## config.mk

```make
export PLATFORM = sky130hd
export DESIGN_NAME = fft_peak_finder
export DESIGN_NICKNAME = d
export VERILOG_FILES = /design/src/rtl/fft_pkg.sv /design/src/rtl/fft_peak_finder_mag_sq.sv /design/src/rtl/fft_peak_finder.sv
export SDC_FILE = /design/constraint.sdc
export NUM_CORES = 2
export LEC_CHECK = 0
export BUFFER_PORTS_ARGS = -buffer_cell sky130_fd_sc_hd__buf_4
export CORE_MARGIN = 5
export CORE_UTILIZATION = 50
export DETAILED_ROUTE_END_ITERATION = 10
export GPL_TIMING_DRIVEN = 0
export PLACE_DENSITY = 0.66
export SYNTH_ARGS = -nofsm -noshare
export SYNTH_HDL_FRONTEND = slang
export SYNTH_SLANG_ARGS = --single-unit
export TNS_END_PERCENT = 30
```

## constraint.sdc

```tcl
create_clock -name clk_100mhz -period 5.9 [get_ports clk_100mhz]
set_clock_uncertainty 0.15 [all_clocks]
set_input_delay 0 -clock clk_100mhz [delete_from_list [all_inputs] [get_ports clk_100mhz]]
set_output_delay 0 -clock clk_100mhz [all_outputs]
set_load 0.005 [all_outputs]
```

## src/rtl/fft_pkg.sv

```systemverilog
// Shared types and defaults for the FFT peak finder.
package fft_pkg;

  localparam int unsigned FFT_FRAMESIZE = 1024;
  localparam int unsigned BIN_W         = $clog2(FFT_FRAMESIZE);

  typedef enum logic [1:0] {
    IDLE   = 2'd0,
    ACCUM  = 2'd1,
    FLUSH  = 2'd2,
    REPORT = 2'd3
  } peak_state_t;

endpackage

```

## src/rtl/fft_peak_finder_mag_sq.sv

```systemverilog
// Two-stage re^2 + im^2 pipeline; a valid bit and the bin index ride alongside.
module mag_sq #(
  parameter int unsigned DATA_W = 16,
  parameter int unsigned BW     = 10
) (
  input  logic                       clk,
  input  logic                       rst,
  input  logic                       beat_valid,
  input  logic [BW-1:0]              beat_bin,
  input  logic signed [DATA_W-1:0]   re,
  input  logic signed [DATA_W-1:0]   im,
  output logic                       mag_valid,
  output logic [BW-1:0]              mag_bin,
  output logic [2*DATA_W-1:0]        mag
);

  logic signed [2*DATA_W-1:0] re_w, im_w;
  logic signed [2*DATA_W-1:0] re_sq, im_sq;
  logic                       s1_valid;
  logic [BW-1:0]              s1_bin;

  assign re_w = {{DATA_W{re[DATA_W-1]}}, re};
  assign im_w = {{DATA_W{im[DATA_W-1]}}, im};

  // Each square is at most 2^(2*DATA_W-2), so the unsigned sum cannot wrap.
  always_ff @(posedge clk) begin
    if (rst) begin
      s1_valid  <= 1'b0;
      s1_bin    <= '0;
      re_sq     <= '0;
      im_sq     <= '0;
      mag_valid <= 1'b0;
      mag_bin   <= '0;
      mag       <= '0;
    end else begin
      s1_valid  <= beat_valid;
      s1_bin    <= beat_bin;
      re_sq     <= re_w * re_w;
      im_sq     <= im_w * im_w;
      mag_valid <= s1_valid;
      mag_bin   <= s1_bin;
      mag       <= unsigned'(re_sq) + unsigned'(im_sq);
    end
  end

endmodule

```

## src/rtl/fft_peak_finder.sv

```systemverilog
// Finds the strongest positive-frequency bin of each FFT output frame.
// Optional tlast-based framing and length check: define FFT_FRAME_CHECK_EN.
module fft_peak_finder
  import fft_pkg::*;
#(
  parameter int unsigned FRAMESIZE = FFT_FRAMESIZE,
  parameter int unsigned DATA_W    = 16,
  parameter int unsigned MIN_BIN   = 1
) (
  input  logic                          clk_100mhz,
  input  logic                          rst,
  input  logic [2*DATA_W-1:0]           fft_tdata,
  input  logic                          fft_tvalid,
  input  logic                          fft_tlast,
  output logic                          fft_tready,
  output logic [$clog2(FRAMESIZE)-1:0]  peak_bin,
  output logic [2*DATA_W-1:0]           peak_mag,
  output logic                          peak_valid,
  output logic                          frame_err,
  output logic [1:0]                    state
);

  localparam int unsigned BW   = $clog2(FRAMESIZE);
  localparam int unsigned HALF = FRAMESIZE / 2;

  peak_state_t          st, st_next;
  logic                 flush_done;
  logic [BW-1:0]        bin_cnt;
  logic                 accept, cnt_end, frame_end, err_flag;
  logic                 mag_valid;
  logic [BW-1:0]        mag_bin;
  logic [2*DATA_W-1:0]  mag;
  logic [BW-1:0]        max_bin;
  logic [2*DATA_W-1:0]  max_mag;

  assign fft_tready = ~rst & ((st == IDLE) | (st == ACCUM));
  assign accept     = fft_tvalid & fft_tready;
  assign cnt_end    = (bin_cnt == BW'(FRAMESIZE - 1));
  assign state      = st;

`ifdef FFT_FRAME_CHECK_EN
  assign frame_end = accept & (fft_tlast | cnt_end);

  always_ff @(posedge clk_100mhz) begin
    if (rst)
      err_flag <= 1'b0;
    else if (frame_end)
      err_flag <= fft_tlast ^ cnt_end;
  end
`else
  logic unused_tlast;
  assign unused_tlast = fft_tlast;
  assign frame_end    = accept & cnt_end;
  assign err_flag     = 1'b0;
`endif

  always_ff @(posedge clk_100mhz) begin
    if (rst) begin
      st         <= IDLE;
      flush_done <= 1'b0;
    end else begin
      st         <= st_next;
      flush_done <= (st == FLUSH) & ~flush_done;
    end
  end

  always_comb begin
    st_next = st;
    unique case (st)
      IDLE:    if (accept) st_next = frame_end ? FLUSH : ACCUM;
      ACCUM:   if (frame_end) st_next = FLUSH;
      FLUSH:   if (flush_done) st_next = REPORT;
      REPORT:  st_next = IDLE;
      default: st_next = IDLE;
    endcase
  end

  always_ff @(posedge clk_100mhz) begin
    if (rst || frame_end)
      bin_cnt <= '0;
    else if (accept)
      bin_cnt <= bin_cnt + 1'b1;
  end

  mag_sq #(
    .DATA_W (DATA_W),
    .BW     (BW)
  ) u_mag_sq (
    .clk        (clk_100mhz),
    .rst        (rst),
    .beat_valid (accept),
    .beat_bin   (bin_cnt),
    .re         (fft_tdata[DATA_W-1:0]),
    .im         (fft_tdata[2*DATA_W-1:DATA_W]),
    .mag_valid  (mag_valid),
    .mag_bin    (mag_bin),
    .mag        (mag)
  );

  // Strict greater-than keeps the lowest bin on ties.
  always_ff @(posedge clk_100mhz) begin
    if (rst || st == REPORT) begin
      max_mag <= '0;
      max_bin <= BW'(MIN_BIN);
    end else if (mag_valid && mag_bin >= BW'(MIN_BIN) && mag_bin < BW'(HALF)
                 && mag > max_mag) begin
      max_mag <= mag;
      max_bin <= mag_bin;
    end
  end

  always_ff @(posedge clk_100mhz) begin
    if (rst) begin
      peak_bin   <= '0;
      peak_mag   <= '0;
      peak_valid <= 1'b0;
      frame_err  <= 1'b0;
    end else begin
      peak_valid <= (st == REPORT);
      frame_err  <= (st == REPORT) & err_flag;
      if (st == REPORT) begin
        peak_bin <= max_bin;
        peak_mag <= max_mag;
      end
    end
  end

endmodule

```

# Word-level counts from Yosys, hierarchy flattened
# Cells that the tools add are included.
[totals]
register_bits = 216
wordCells = 48
in_bits = 36
output_inout_bits = 47
[op_classes]
n_lt_le_gt_ge = 3
addsub = 2
bitwise_logic = 7
n_eq_ne = 7
multipliers = 2
reduce_logical = 7
n_mux = 5
[op_table]
columns = ["operator", "count"]
rows = [
  ["16-bit by 16-bit multiplier with 32-bit output", 2],
  ["32-bit adder", 1],
  ["32-bit > comparator", 1],
  ["10-bit by 1-bit adder with 10-bit output, second input constant", 1],
  ["10-bit equality test, second input constant", 1],
  ["10-bit by 1-bit >= comparator with 1-bit output, second input constant", 1],
  ["10-bit < comparator, second input constant", 1],
  ["2-bit 2-to-1 mux", 4],
  ["2-bit one-hot mux with 4 select lines", 1],
  ["2-bit != test, second input constant", 3],
  ["1-bit AND", 4],
  ["2-bit equality test, second input constant", 2],
  ["1-bit logical AND", 3],
  ["3-bit AND reduction", 1],
  ["2-bit by 1-bit equality test with 1-bit output, second input constant", 1],
  ["2-bit zero test", 1],
  ["1-bit logical OR", 2],
  ["1-bit NOT", 2],
  ["1-bit OR", 1],
]

# Longest topological paths before layout
[logic_depth]
depth_word = 8
depth_mapped = 24

# By module
# From an unflattened synthesis, not the netlist that was laid out.
[unflattened]
cells_unflattened = 2892
area_unflattened_um2 = 26649.3
[by_module_without_submodules]
columns = ["module", "cells_each", "n_inst", "seq_area_each_um2", "area_per_inst_um2"]
rows = [
  ["mag_sq", 2372, 1, 2322.2, 21977.3],
  ["fft_peak_finder", 520, 1, 1961.9, 4672.0],
]

# Least setup slack after synthesis
# OpenSTA, ideal clock, no wires.
[synth_timing]
path_type = "input port to flip-flop"
startpoint = "input port fft_tdata[21]"
endpoint = "register u_mag_sq.im_sq[23]"
t_arrival_ns = 5.772
path_slack_ns = -0.096
stages = 24
required_ns = 5.677
path_cell_list = "clkbuf_1 clkbuf_1 nand2_1 fa_1 inv_1 fa_1 inv_1 fa_1 inv_1 fa_1 fa_1 inv_1 fa_1 inv_1 ha_1 buf_6 a21o_1 a21o_1 a2111oi_4 o31a_2 o21ai_2 or3b_1 and3_4 nor3_2"
[synth_via]
elab_chain_len = 1
[synth_lines]
columns = ["item", "line", "text"]
rows = [
  ["start, declared", "fft_peak_finder.sv:12", "input logic [2*DATA_W-1:0] fft_tdata,"],
  ["16-bit by 16-bit multiplier with 32-bit output", "fft_peak_finder_mag_sq.sv:39", "im_sq <= im_w * im_w;"],
  ["end signal, assigned", "fft_peak_finder_mag_sq.sv:39", ""],
  ["end, declared", "fft_peak_finder_mag_sq.sv:18", "logic signed [2*DATA_W-1:0] re_sq, im_sq;"],
]
# Every way passes these cells.
# A chain may end at the register's enable or synchronous reset.

# Final worst setup path
[layout_timing]
startpoint = "input port fft_tdata[13]"
endpoint = "register u_mag_sq.re_sq[31]"
[layout_via]
elab_chain_len = 1
[layout_lines]
columns = ["item", "line", "text"]
rows = [
  ["16-bit by 16-bit multiplier with 32-bit output", "fft_peak_finder_mag_sq.sv:38", "re_sq <= re_w * re_w;"],
  ["end signal, assigned", "fft_peak_finder_mag_sq.sv:38", ""],
  ["end, declared", "fft_peak_finder_mag_sq.sv:18", ""],
]
# Every way passes these cells.

==> impl_metrics.tcl <==
set metrics [dict create \
    share_of_post_route_cells_with_drive_strength_above_1_pct 7.43 \
    detail_route.first_pass.iterations 5 \
    gpl.final_weighted_congestion 0.946 \
    total_nets_after_synthesis 3630 \
    arrival_time_reported_for_the_critical_path_endpoint_ns 6.00 \
    worstReg2RegStart "state[1]" \
    dp.final_hpwl_um 52800 \
    cts_htree_levels 1 \
    max-clock-path-buffers 3 \
    aggregate_global_routing_overflow 0 \
    antenna_violation_net_count_after_detailed_routing 0 \
    drv_slew 0 \
    finalWorstPathRequiredPeriod_ns 5.74 \
    period_share_pct 97.2 \
    crit_start "fft_tdata[13]" \
    totalWireLength_um 61400 \
    clock-root-buffer "clkbuf_16" \
    insertion_delay_ns 0.52 \
    worstHoldPathCells 4 \
    cp-start-kind "input port" \
    status "completed" \
    post_synth_num_cell_types 72 \
    ys_seq_area_share_pct 16.2 \
    reg2reg_setup_slack_ns 2.50 \
    synth_seq_cells 214 \
    grt_pass1_vias 20900 \
    placement_rows 84 \
    timing.critical_path.to_type "flop" \
    worst_slew_pin_slew_ns 1.14 \
    yosys-top-cells-count "inv_1 (696), fa_1 (468), ha_1 (249)" \
    ys_async_sr_fraction_pct 0 \
    tritoncts.num_buffers 23 \
    timing.final.ws_setup_ns 0.164 \
    slew-limit-headroom_pct 23.8 \
    clock_sink_count 214 \
    synth_area_leader_cell "fa_1" \
    postSynthCellCount 2877 \
    clock_tree_from_tritoncts "built" \
    groute.layer.met2.usage_pct 39.1 \
    routed-via-count 19200 \
    post_drt_wl_per_cell_um 16.6 \
    grt_start_max_net_pins 20 \
    layout_area_overhead_pct 9.58 \
    antenna_found_initial 0 \
    synth_edf_count 0 \
    viasPerCell 5.21 \
    global_route.usage.met1_pct 29.0 \
    dieWidth_um 240 \
    hold_path_class "in -> reg" \
    die_footprint_mm2 0.0577 \
    hold_violations 0 \
    die_height_um 240 \
    layer_with_the_highest_usage_after_global_routing "met2" \
    yosys_warnings 0 \
    worst-setup-path-type "in -> reg" \
    gr-usage-met3_pct 2.63 \
    drv_cap 0 \
    worstSetupEndpoint "u_mag_sq.re_sq[31]" \
    layout.filler_cells 4777 \
    num_io_pins 83 \
    placement.setup.worst_slack_ns -1.11 \
    detail_route.iter0.violations 983 \
    nets 3740 \
    timing.final.setup_violations 0 \
    drt_drc_violations_left 0 \
    achievable-frequency_mhz 174 \
    core_region_area_mm2 0.0526 \
    io_buffer_count 78 \
    synth.most_common_cell "inv_1" \
    ys_top_cells_by_area "fa_1 (35%), dfxtp_1 (16%), ha_1 (12%)" \
    syn_avg_cell_area_um2 9.21 \
    initial_core_util_pct 50.4 \
    track_usage_pct 22.0 \
    final.hold.worst_slack_ns 0.0304 \
    n_antenna_cell 0 \
    cts.clk_slew.worst_paths_ns 0.05 \
    maximum_net_fanout_on_the_critical_path 10 \
    reg2reg_depth 11 \
    worstPathRequired_ns 6.16 \
    grt_first_pass_wirelength_um 103000 \
    netlist_area_mm2 0.0265 \
    yosys.area.top_type_share_pct 35.3 \
    worst_r2r_endpoint "state[0]" \
    synth-main-ff-cell "dfxtp_1" \
]
[cell usage in the layout (no fill, tap or decap), types with 12 or more instances in the layout]
| master | synthesis | layout |
|---|---|---|
| xor2_1 | 39 | 39 |
| nor2b_1 | 41 | 41 |
| and3_1 | 15 | 15 |
| nand3_1 | 24 | 23 |
| o21ai_1 | 37 | 37 |
| xnor2_1 | 67 | 67 |
| a31o_2 | 12 | 12 |
| clkbuf_2 | 0 | 12 |
| clkbuf_1 | 80 | 46 |
| nor3_1 | 31 | 31 |
| nand4_1 | 43 | 43 |
| a21o_1 | 38 | 38 |
| fa_1 | 468 | 465 |
| ha_1 | 249 | 245 |
| clkbuf_16 | 0 | 23 |
| nand2b_1 | 12 | 12 |
| buf_4 | 1 | 91 |
| dfxtp_1 | 214 | 214 |
| nand2_1 | 230 | 229 |
| and2_1 | 72 | 72 |
| nor2_1 | 217 | 214 |
| o21ai_0 | 30 | 29 |
| inv_1 | 696 | 694 |
| mux2i_1 | 52 | 52 |
| o21a_1 | 14 | 14 |
| a21oi_1 | 62 | 60 |
[repair_timing]
item / 4_1_cts / 5_1_grt
endpoints found under the setup margin: 19 / 11
buffers inserted: 0 / 8
pin swaps: 1 / 12
hold endpoints to repair: 14 / 0
resized for setup: 31 / 83
hold buffers: 8 / 0
[sequential cells by signal, summed over array words and instances (netlist names)]
signal / flops
bin_cnt: 10
flush_done: 1
max_bin: 10
max_mag: 32
peak_bin: 10
peak_mag: 32
peak_valid: 1
state: 2
u_mag_sq.im_sq: 31
u_mag_sq.mag: 32
u_mag_sq.mag_bin: 10
u_mag_sq.mag_valid: 1
u_mag_sq.re_sq: 31
u_mag_sq.s1_bin: 10
u_mag_sq.s1_valid: 1
[through the flow]
step                std cells  TNS [ns]  instance area [µm²]  utilization (%)
CTS                      3685         0                28800             54.9
global placement         3643    -16.46                28000             53.2
global route             3691   -0.0622                29000             55.3
finish                   3691         0                29000             55.3
detailed placement       3643    -17.72                28000             53.2
floorplan                2877    -0.104                26500                -
[worst max-delay path, cell delays in order]
cell and delay, ns:
buf_4 0.16, buf_4 0.20, nand2_1 0.12, inv_1 0.07, fa_1 0.53, inv_1 0.05
fa_1 0.45, fa_1 0.55, inv_1 0.05, fa_1 0.47, fa_1 0.52, inv_1 0.05
fa_1 0.47, inv_1 0.04, ha_2 0.37, and4_4 0.24, and4_2 0.29, nand3_2 0.14
a31oi_4 0.27, a311o_1 0.27, a311oi_2 0.12, or3_1 0.36, a21oi_1 0.17
[cell families after synthesis]
family / after synthesis / synth area share [%]
flip-flops: 214 / 16.2
AND/OR/NAND/NOR: 724 / 12.8
XOR/XNOR: 106 / 3.50
AO/OA/AOI/OAI: 272 / 7.13
other: 1 / 0.0141
buffers and inverters: 788 / 11.2
multiplexers: 55 / 2.09
adder cells (fa/ha/maj): 717 / 47.1
[cell type report]
cell class              count  area [µm²]  area share [%]
repair buffers             94         726            2.50
well taps                 688         861            2.96
plain buffers              83         412            1.42
clock inverters             5        71.3           0.246
multi-input cells        1875       19400            66.7
clock buffers              36         694            2.39
flip-flops and latches    214        4280            14.8
inverters                 696        2620            9.02
[worst min path at each step]
stage                             start                end  slack [ns]
after detailed placement     fft_tvalid  u_mag_sq.s1_valid        0.21
after floorplan                     rst  u_mag_sq.s1_valid       -0.05
after global placement              rst  u_mag_sq.s1_valid        0.21
after CTS                 fft_tdata[16]  u_mag_sq.im_sq[2]        0.04
after global routing       fft_tdata[0]  u_mag_sq.re_sq[3]        0.08
final                      fft_tdata[0]  u_mag_sq.re_sq[3]        0.03
[metal layers]
layer,part of all wire (%),up-vias,routed length [µm]
met3,5.3,90,3280
met5,0,-,0
met1,42,9668,25900
met4,2.2,0,1370
met2,50,465,30900
li1,-,9017,-
Power is left out: the tool's default activity adds up to more than one toggle a clock period on the data nets, which glitch-free logic cannot reach.
